**src/rtl/serial_addsub_ctrl.sv**
```systemverilog
// Bit-serial add/subtract: one full-adder cell stepped LSB-first over WIDTH cycles.
// Latency WIDTH clocks from accepting edge to done; one op per WIDTH+2 clocks.
// Backpressure: start is only sampled in IDLE; ignored while busy is high.

module full_adder (
    input  logic ai,
    input  logic bi,
    input  logic cini,
    output logic si,
    output logic couti
);
    assign si    = ai ^ bi ^ cini;
    assign couti = (ai & bi) | (cini & (ai ^ bi));
endmodule

module serial_addsub_ctrl #(
    parameter int WIDTH = 8
) (
    input  logic             clk,
    input  logic             rst_n,
    input  logic             start,
    input  logic             op,
    input  logic [WIDTH-1:0] a,
    input  logic [WIDTH-1:0] b,
    output logic             busy,
    output logic             done,
    output logic [WIDTH-1:0] result,
    output logic             cout,
    output logic             ovf
);
    localparam int CW = $clog2(WIDTH);

    typedef enum logic [1:0] {IDLE, RUN, DONE} state_t;

    state_t           state;
    logic [WIDTH-1:0] sa;
    logic [WIDTH-1:0] sb;
    logic [WIDTH-1:0] sr;
    logic             carry;
    logic [CW-1:0]    cnt;

    logic             si;
    logic             couti;
    logic [WIDTH-1:0] sr_next;
    logic             last_bit;

    full_adder u_fa (
        .ai    (sa[0]),
        .bi    (sb[0]),
        .cini  (carry),
        .si    (si),
        .couti (couti)
    );

    assign sr_next  = {si, sr[WIDTH-1:1]};
    assign last_bit = (cnt == CW'(WIDTH - 1));

    always_ff @(posedge clk) begin
        if (!rst_n) begin
            state  <= IDLE;
            sa     <= '0;
            sb     <= '0;
            sr     <= '0;
            carry  <= 1'b0;
            cnt    <= '0;
            busy   <= 1'b0;
            done   <= 1'b0;
            result <= '0;
            cout   <= 1'b0;
            ovf    <= 1'b0;
        end else begin
            case (state)
                IDLE: begin
                    done <= 1'b0;
                    if (start) begin
                        sa    <= a;
                        // Subtraction is a + ~b + 1: invert b and seed the carry with op.
                        sb    <= op ? ~b : b;
                        carry <= op;
                        cnt   <= '0;
                        busy  <= 1'b1;
                        state <= RUN;
                    end
                end
                RUN: begin
                    sa    <= sa >> 1;
                    sb    <= sb >> 1;
                    sr    <= sr_next;
                    carry <= couti;
                    cnt   <= cnt + CW'(1);
                    if (last_bit) begin
                        result <= sr_next;
                        cout   <= couti;
                        ovf    <= carry ^ couti;
                        done   <= 1'b1;
                        state  <= DONE;
                    end
                end
                DONE: begin
                    done  <= 1'b0;
                    busy  <= 1'b0;
                    state <= IDLE;
                end
                default: begin
                    done  <= 1'b0;
                    busy  <= 1'b0;
                    state <= IDLE;
                end
            endcase
        end
    end
endmodule

```
**config.mk**
```make
export PLATFORM = sky130hd
export DESIGN_NAME = serial_addsub_ctrl
export DESIGN_NICKNAME = d
export VERILOG_FILES = /design/src/rtl/serial_addsub_ctrl.sv
export SDC_FILE = /design/constraint.sdc
export NUM_CORES = 1
export LEC_CHECK = 0
export ABC_CLOCK_PERIOD_IN_PS = 1700
export BUFFER_PORTS_ARGS = -buffer_cell sky130_fd_sc_hd__buf_2
export CELL_PAD_IN_SITES_DETAIL_PLACEMENT = 0
export CELL_PAD_IN_SITES_GLOBAL_PLACEMENT = 1
export CORE_ASPECT_RATIO = 1.25
export CORE_MARGIN = 8
export CORE_UTILIZATION = 37
export DETAILED_ROUTE_END_ITERATION = 12
export PLACE_DENSITY = 0.67
export SLEW_MARGIN = 10
export SYNTH_ARGS = -nofsm -noshare
export SYNTH_HDL_FRONTEND = slang
export SYNTH_SLANG_ARGS = --single-unit
```
**constraint.sdc**
```tcl
create_clock -name clk -period 1.7 [get_ports clk]
set_input_delay 0.17 -clock clk [delete_from_list [all_inputs] [get_ports clk]]
set_output_delay 0.17 -clock clk [all_outputs]
set_load 0.02 [all_outputs]
```
Word-level counts from Yosys, hierarchy flattened
Index checks and enable logic that the tools add are counted.
{ "totals": {"reg_bits": 42, "input_bits": 20, "out_inout_bits": 12} }
{ "op_classes": {"add_sub_neg": 1, "eq_ne": 4, "muxes": 14, "bitwise_logic": 8, "n_reduce_logical": 7} }
{ "op_table": {"columns": ["operator", "n"], "rows": [
  ["$pmux W8 S2", 2],
  ["$mux W8", 3],
  ["$reduce_and A2 Y1", 5],
  ["$not A8 Y8", 1],
  ["$pmux W3 S2", 1],
  ["$mux W2", 2],
  ["$ne A2 B2 Y1 const B", 2],
  ["$pmux W1 S2", 2],
  ["$pmux W2 S2", 1],
  ["$add A3 B1 Y3 const B", 1],
  ["$eq A3 B3 Y1 const B", 1],
  ["$mux W3", 1],
  ["$xor A1 B1 Y1", 3],
  ["$and A1 B1 Y1", 2],
  ["$eq A2 B1 Y1 const B", 1],
  ["$logic_not A2 Y1", 1],
  ["$mux W1", 2],
  ["$reduce_bool A2 Y1", 1],
  ["$not A1 Y1", 1],
  ["$or A1 B1 Y1", 1]
]} }

Depth between registers and ports, before layout
{ "logic_depth": {"depth_word": 4, "ltp_mapped": 6, "depth_no_buf": 5} }

Cells and area by module
A second synthesis with hierarchy kept.
{ "unflattened": {"hier_cells": 196, "hier_area_um2": 1754.2} }
{ "modules_own_cells": {"columns": ["module", "instances", "cells_per_inst", "area_per_inst_um2", "seq_area_each_um2"], "rows": [
  ["serial_addsub_ctrl", 1, 195, 1734.2, 820.8],
  ["full_adder", 1, 1, 20.0, 0.0]
]} }

Worst setup path before layout
Ideal clock, no wire load.
{ "synth_path": {"kind": "flip-flop to flip-flop", "startpoint": "register cnt[0]", "endpoint": "register cout", "setup_time_ns": 0.128, "arrival_time_ns": 1.123, "t_required_ns": 1.572, "slack_ns": 0.450, "path_stages_with_launch": 6, "path_buffers": 0, "period_less_slack_ns": 1.250, "cell_sequence": "dfxtp_1 ha_1 ha_1 nand3b_2 mux2i_1 nor2_1"} }
{ "synth_between": {"elab_chain_len": 2} }
{ "synth_rtl": {"columns": ["element", "line", "text"], "rows": [
  ["start: declaration", "40", "logic [CW-1:0] cnt;"],
  ["start signal: assignment", "90", "cnt <= cnt + CW'(1);"],
  ["$eq A3 B3 Y1", "56", "assign last_bit = (cnt == CW'(WIDTH - 1));"],
  ["$reduce_and A2 Y1 (no line)", null, null],
  ["end signal: assignment", "93", "cout <= couti;"],
  ["end: declaration", "28", "output logic cout,"]
]} }
Every way passes these cells.
A chain may end at the register's enable or synchronous reset.

Worst setup path after layout
{ "layout_path": {"startpoint": "register state[0]", "endpoint": "register sb[0]"} }
{ "layout_between": {"elab_chain_len": 3, "word_cells_on_any_way": 6} }
{ "layout_rtl": {"columns": ["element", "line", "text"], "rows": [
  ["start: declaration", "35", "state_t state;"],
  ["start signal: assignment", "60", "state <= IDLE;"],
  ["start signal: assignment", "82", "state <= RUN;"],
  ["start signal: assignment", "96", "state <= DONE;"],
  ["$eq A2 B1 Y1 / $logic_not A2 Y1 (equally long branches)", "72", "case (state)"],
  ["$reduce_bool A2 Y1 (no line) / $ne A2 B2 Y1 (equally long branches)", null, null],
  ["$reduce_and A2 Y1 (no line)", null, null],
  ["end signal: assignment", "78", "sb <= op ? ~b : b;"],
  ["end signal: assignment", "87", "sb <= sb >> 1;"],
  ["end: declaration", "37", "logic [WIDTH-1:0] sb;"]
]} }
Parallel ways exist; a longest one is shown, timed or not.

==> impl_metrics.csv <==
group,metric,value,unit
clock_network,post_cts_buffers,0,
cells_and_area,n_antenna_cell,0,
power_and_ir_drop,peakVddDrop,0.458,mV
sta,worst_pin_slew,0.699,ns
synth,async_reset_ff_share,0,%
drt,num_vias,1347,
critical_path,worstSetupPathType,"reg -> reg",
synth,synth.most_common_cell,"dfxtp_1",
sta,hold_slack,0.134,ns
placed_design,post-dp-hpwl,2690,µm
synth,yosysTopAreaCellShare,46.2,%
power_and_ir_drop,power_leakage,0.000881,µW
clock_network,cts.clk_slew.worst_paths,0.08,ns
sta,final-hold-violation-count,0,
synth,ys_warn_count,0,
synth,netlist_area,1780,µm²
floorplanning,die_area,7290,µm²
clock_network,clockRootBuffer,"clkbuf_8",
clock_network,clock_path_buffers,2,
synth,yosys-top-cells-count,"41 x dfxtp_1, 22 x nand2_1, 18 x a21oi_1",
power_and_ir_drop,switching_share,23.8,%
placed_design,globalplace.congestion,0.761,
critical_path,cp-end-kind,"register",
power_and_ir_drop,power.density,998,nW/µm²
power_and_ir_drop,p_comb_share,11.1,%
drt,routed_via_density,4.93,
floorplanning,ios,32,
critical_path,r2r_slack,0.27,ns
cells_and_area,synthToLayoutAreaGrowth,17.2,%
grt,grt_max_degree,21,
critical_path,crit_chain,"o21bai_1 > and3_1 > a221o_1",
clock_network,clock_sinks,41,
job,maxCapViolations,0,
clock_network,cts_made_buffers,5,
drt,route.detailed.drc,0,
critical_path,critPathSlowestCell,"dfxtp_1",
drt,wl_per_cell,13.5,µm
drt,drt_wl_total,3690,µm
worst_hold_path,hp-class,"in -> reg",
grt,grt_pass1_vias,1346,
power_and_ir_drop,power_frac_clock,39.0,%
cells_and_area,drive_above_1_share,27.7,%
drt,first_pass_iters,4,
floorplanning,die_height,93.5,µm
grt,grt_overflow,0,
floorplanning,initial_utilization,37.8,%
critical_path,worstSetupStartpointType,"register",
cells_and_area,nFillCells,474,
drt,ant_nets,0,
clock_network,cts_resized,0,
sta,final_max_slew_viol_count,0,
synth,synth_edf_count,0,
synth,ys_top_cells_by_area,"dfxtp_1 46%, a211oi_2 6.3%, a21oi_1 5.1%, mux2i_1 5.1%, nand2_1 4.7%",
synth,synth_area_leader_cell,"dfxtp_1",
clock_network,clock_latency,0.29,ns
grt,antenna_found_initial,0,
floorplanning,die_width,78.0,µm
power_and_ir_drop,switching_power,494,µW
sta,fmax,699,MHz
power_and_ir_drop,pwr-share-seq,49.9,%
critical_path,cp-startpoint,"state[0]",
grt,track_usage,10.8,%
critical_path,endpoint,"sb[0]",
status,status,"finished, final reports clean",
floorplanning,rows,28,
synth,ys_types,32,
sta,max_slew_margin,53.3,%
grt,grt_pass1_wl,6330,µm
clock_network,cts_tree,"yes",
placed_design,portBuffers,31,
sta,setup_tns,0,ns
drt,dr.first_iter.drc_count,82,
critical_path,ff2ff_path_depth,3,
synth,postSynthCellCount,181,
critical_path,r2r-end,"sb[0]",
power_and_ir_drop,internal_power,1580,µW
sta,finalSetupViolations,0,
critical_path,critPathTopFamily,"compound AO/OA/AOI/OAI gates",
sta,min_period,1.43,ns
clock_network,htreeDepth,2,
synth,syn_avg_cell_area,9.81,µm²
critical_path,cp_num_buf_inv,0,
cells_and_area,final_nets,235,
critical_path,cpPeakStageDelay,0.48,ns
sta,timing.final.crit_share,84.2,%
critical_path,critPathMaxFanout,11,
synth,synthFlopType,"dfxtp_1",
clock_network,cts_hold_buf,0,
sta,fin_skew,0.00847,ns
synth,synth_nets,204,
critical_path,regToRegStartpoint,"state[0]",
floorplanning,coreArea,4690,µm²
critical_path,critPathRequiredTime,1.88,ns
sta,rsz0062_at_grt,"false",
synth,ys_ff_latch,41,
critical_path,path_depth,3,
critical_path,crit_arrival,1.61,ns
synth,ys_seq_area_share,46.2,%
## worst min-delay path: cells and delay by family
kind | cells | cell delay (ns)
buffers and inverters | 1 | 0.08
and+or+nand+nor | 1 | 0.08
AOI/OAI and AO/OA | 1 | 0.06
## layout by cell type (no fill, tap or decap), drive strengths merged
cell / instances
clkbuf: 6
nor3b: 1
nor2: 16
and3: 8
o21bai: 1
a211oi: 9
nand3: 8
a221o: 7
clkinvlp: 1
buf: 37
fa: 1
dfxtp: 41
inv: 2
o21ba: 1
o21a: 1
xor2: 9
bufinv: 1
nor3: 2
a22oi: 4
ha: 2
and2b: 1
nand2b: 4
nand3b: 1
nand2: 22
a21oi: 18
mux2i: 9
## worst min-delay path by stage
stage	startpoint	cells past startpoint	slack, ns	end
CTS	a[7]	3	0.14	sa[7]
floorplan	a[7]	2	0.32	sa[7]
detailed placement	result[4]	2	0.44	result[4]
finish	a[7]	3	0.13	sa[7]
global placement	a[7]	3	0.43	sa[7]
global route	a[7]	3	0.16	sa[7]
## through the flow
| stage | cells | cell area (µm²) | setup WS, ns | util [%] | power (µW) |
|---|---|---|---|---|---|
| after detailed placement | 265 | 1960 | 0.299 | 41.8 | 1290 |
| after global placement | 265 | 1960 | 0.367 | 41.8 | 1280 |
| final | 273 | 2080 | 0.269 | 44.3 | 2080 |
| after global routing | 273 | 2080 | 0.117 | 44.3 | 2180 |
| after floorplan | 181 | 1780 | 0.450 | - | 1240 |
| after CTS | 273 | 2080 | 0.287 | 44.3 | 2120 |
## sequential cells by signal (all words and copies together), names as in the netlist
name,count
cnt,3
sr,7
sb,8
carry,1
sa,8
state,2
cout,1
ovf,1
result,8
busy,1
done,1
## cell families (layout without fill, tap and decap cells)
logic type               after synthesis  after routing  share of synthesized area, %
AO/OA/AOI/OAI                         41             41                          18.5
XOR/XNOR                               9              9                          4.44
adder cells (fa/ha/maj)                3              3                          2.54
buffers and inverters                 15             47                          5.50
flip-flops                            41             41                          46.2
multiplexers                           9              9                          5.07
AND/OR/NAND/NOR                       63             63                          17.8
## power by group through the flow
stage | logic (µW) | registers (µW) | clock network (µW)
2_1_floorplan | 188 | 1050 | 0
3_3_place_gp | 226 | 1060 | 0
3_5_place_dp | 233 | 1060 | 0
4_1_cts | 234 | 1040 | 846
5_1_grt | 258 | 1040 | 880
6_report | 231 | 1040 | 810
## routing by layer
metal / GRT usage [%] / up-vias / share of wire (%)
li1: - / 693 / -
met1: 11.8 / 623 / 43
met2: 18.5 / 27 / 49
met3: 3.84 / 4 / 5.4
met4: 4.64 / 0 / 1.8
met5: 0 / - / 0
## layout make-up
type / instances / area (µm²) / share of cell area (%)
sequential: 41 / 821 / 39.4
clock inverter: 2 / 37.5 / 1.80
multi-input combinational: 125 / 857 / 41.2
tap: 60 / 75.1 / 3.61
timing repair buffer: 37 / 200 / 9.62
inverter: 2 / 7.51 / 0.361
clock buffer: 6 / 82.6 / 3.97
Power figures use the tool's default switching activity.
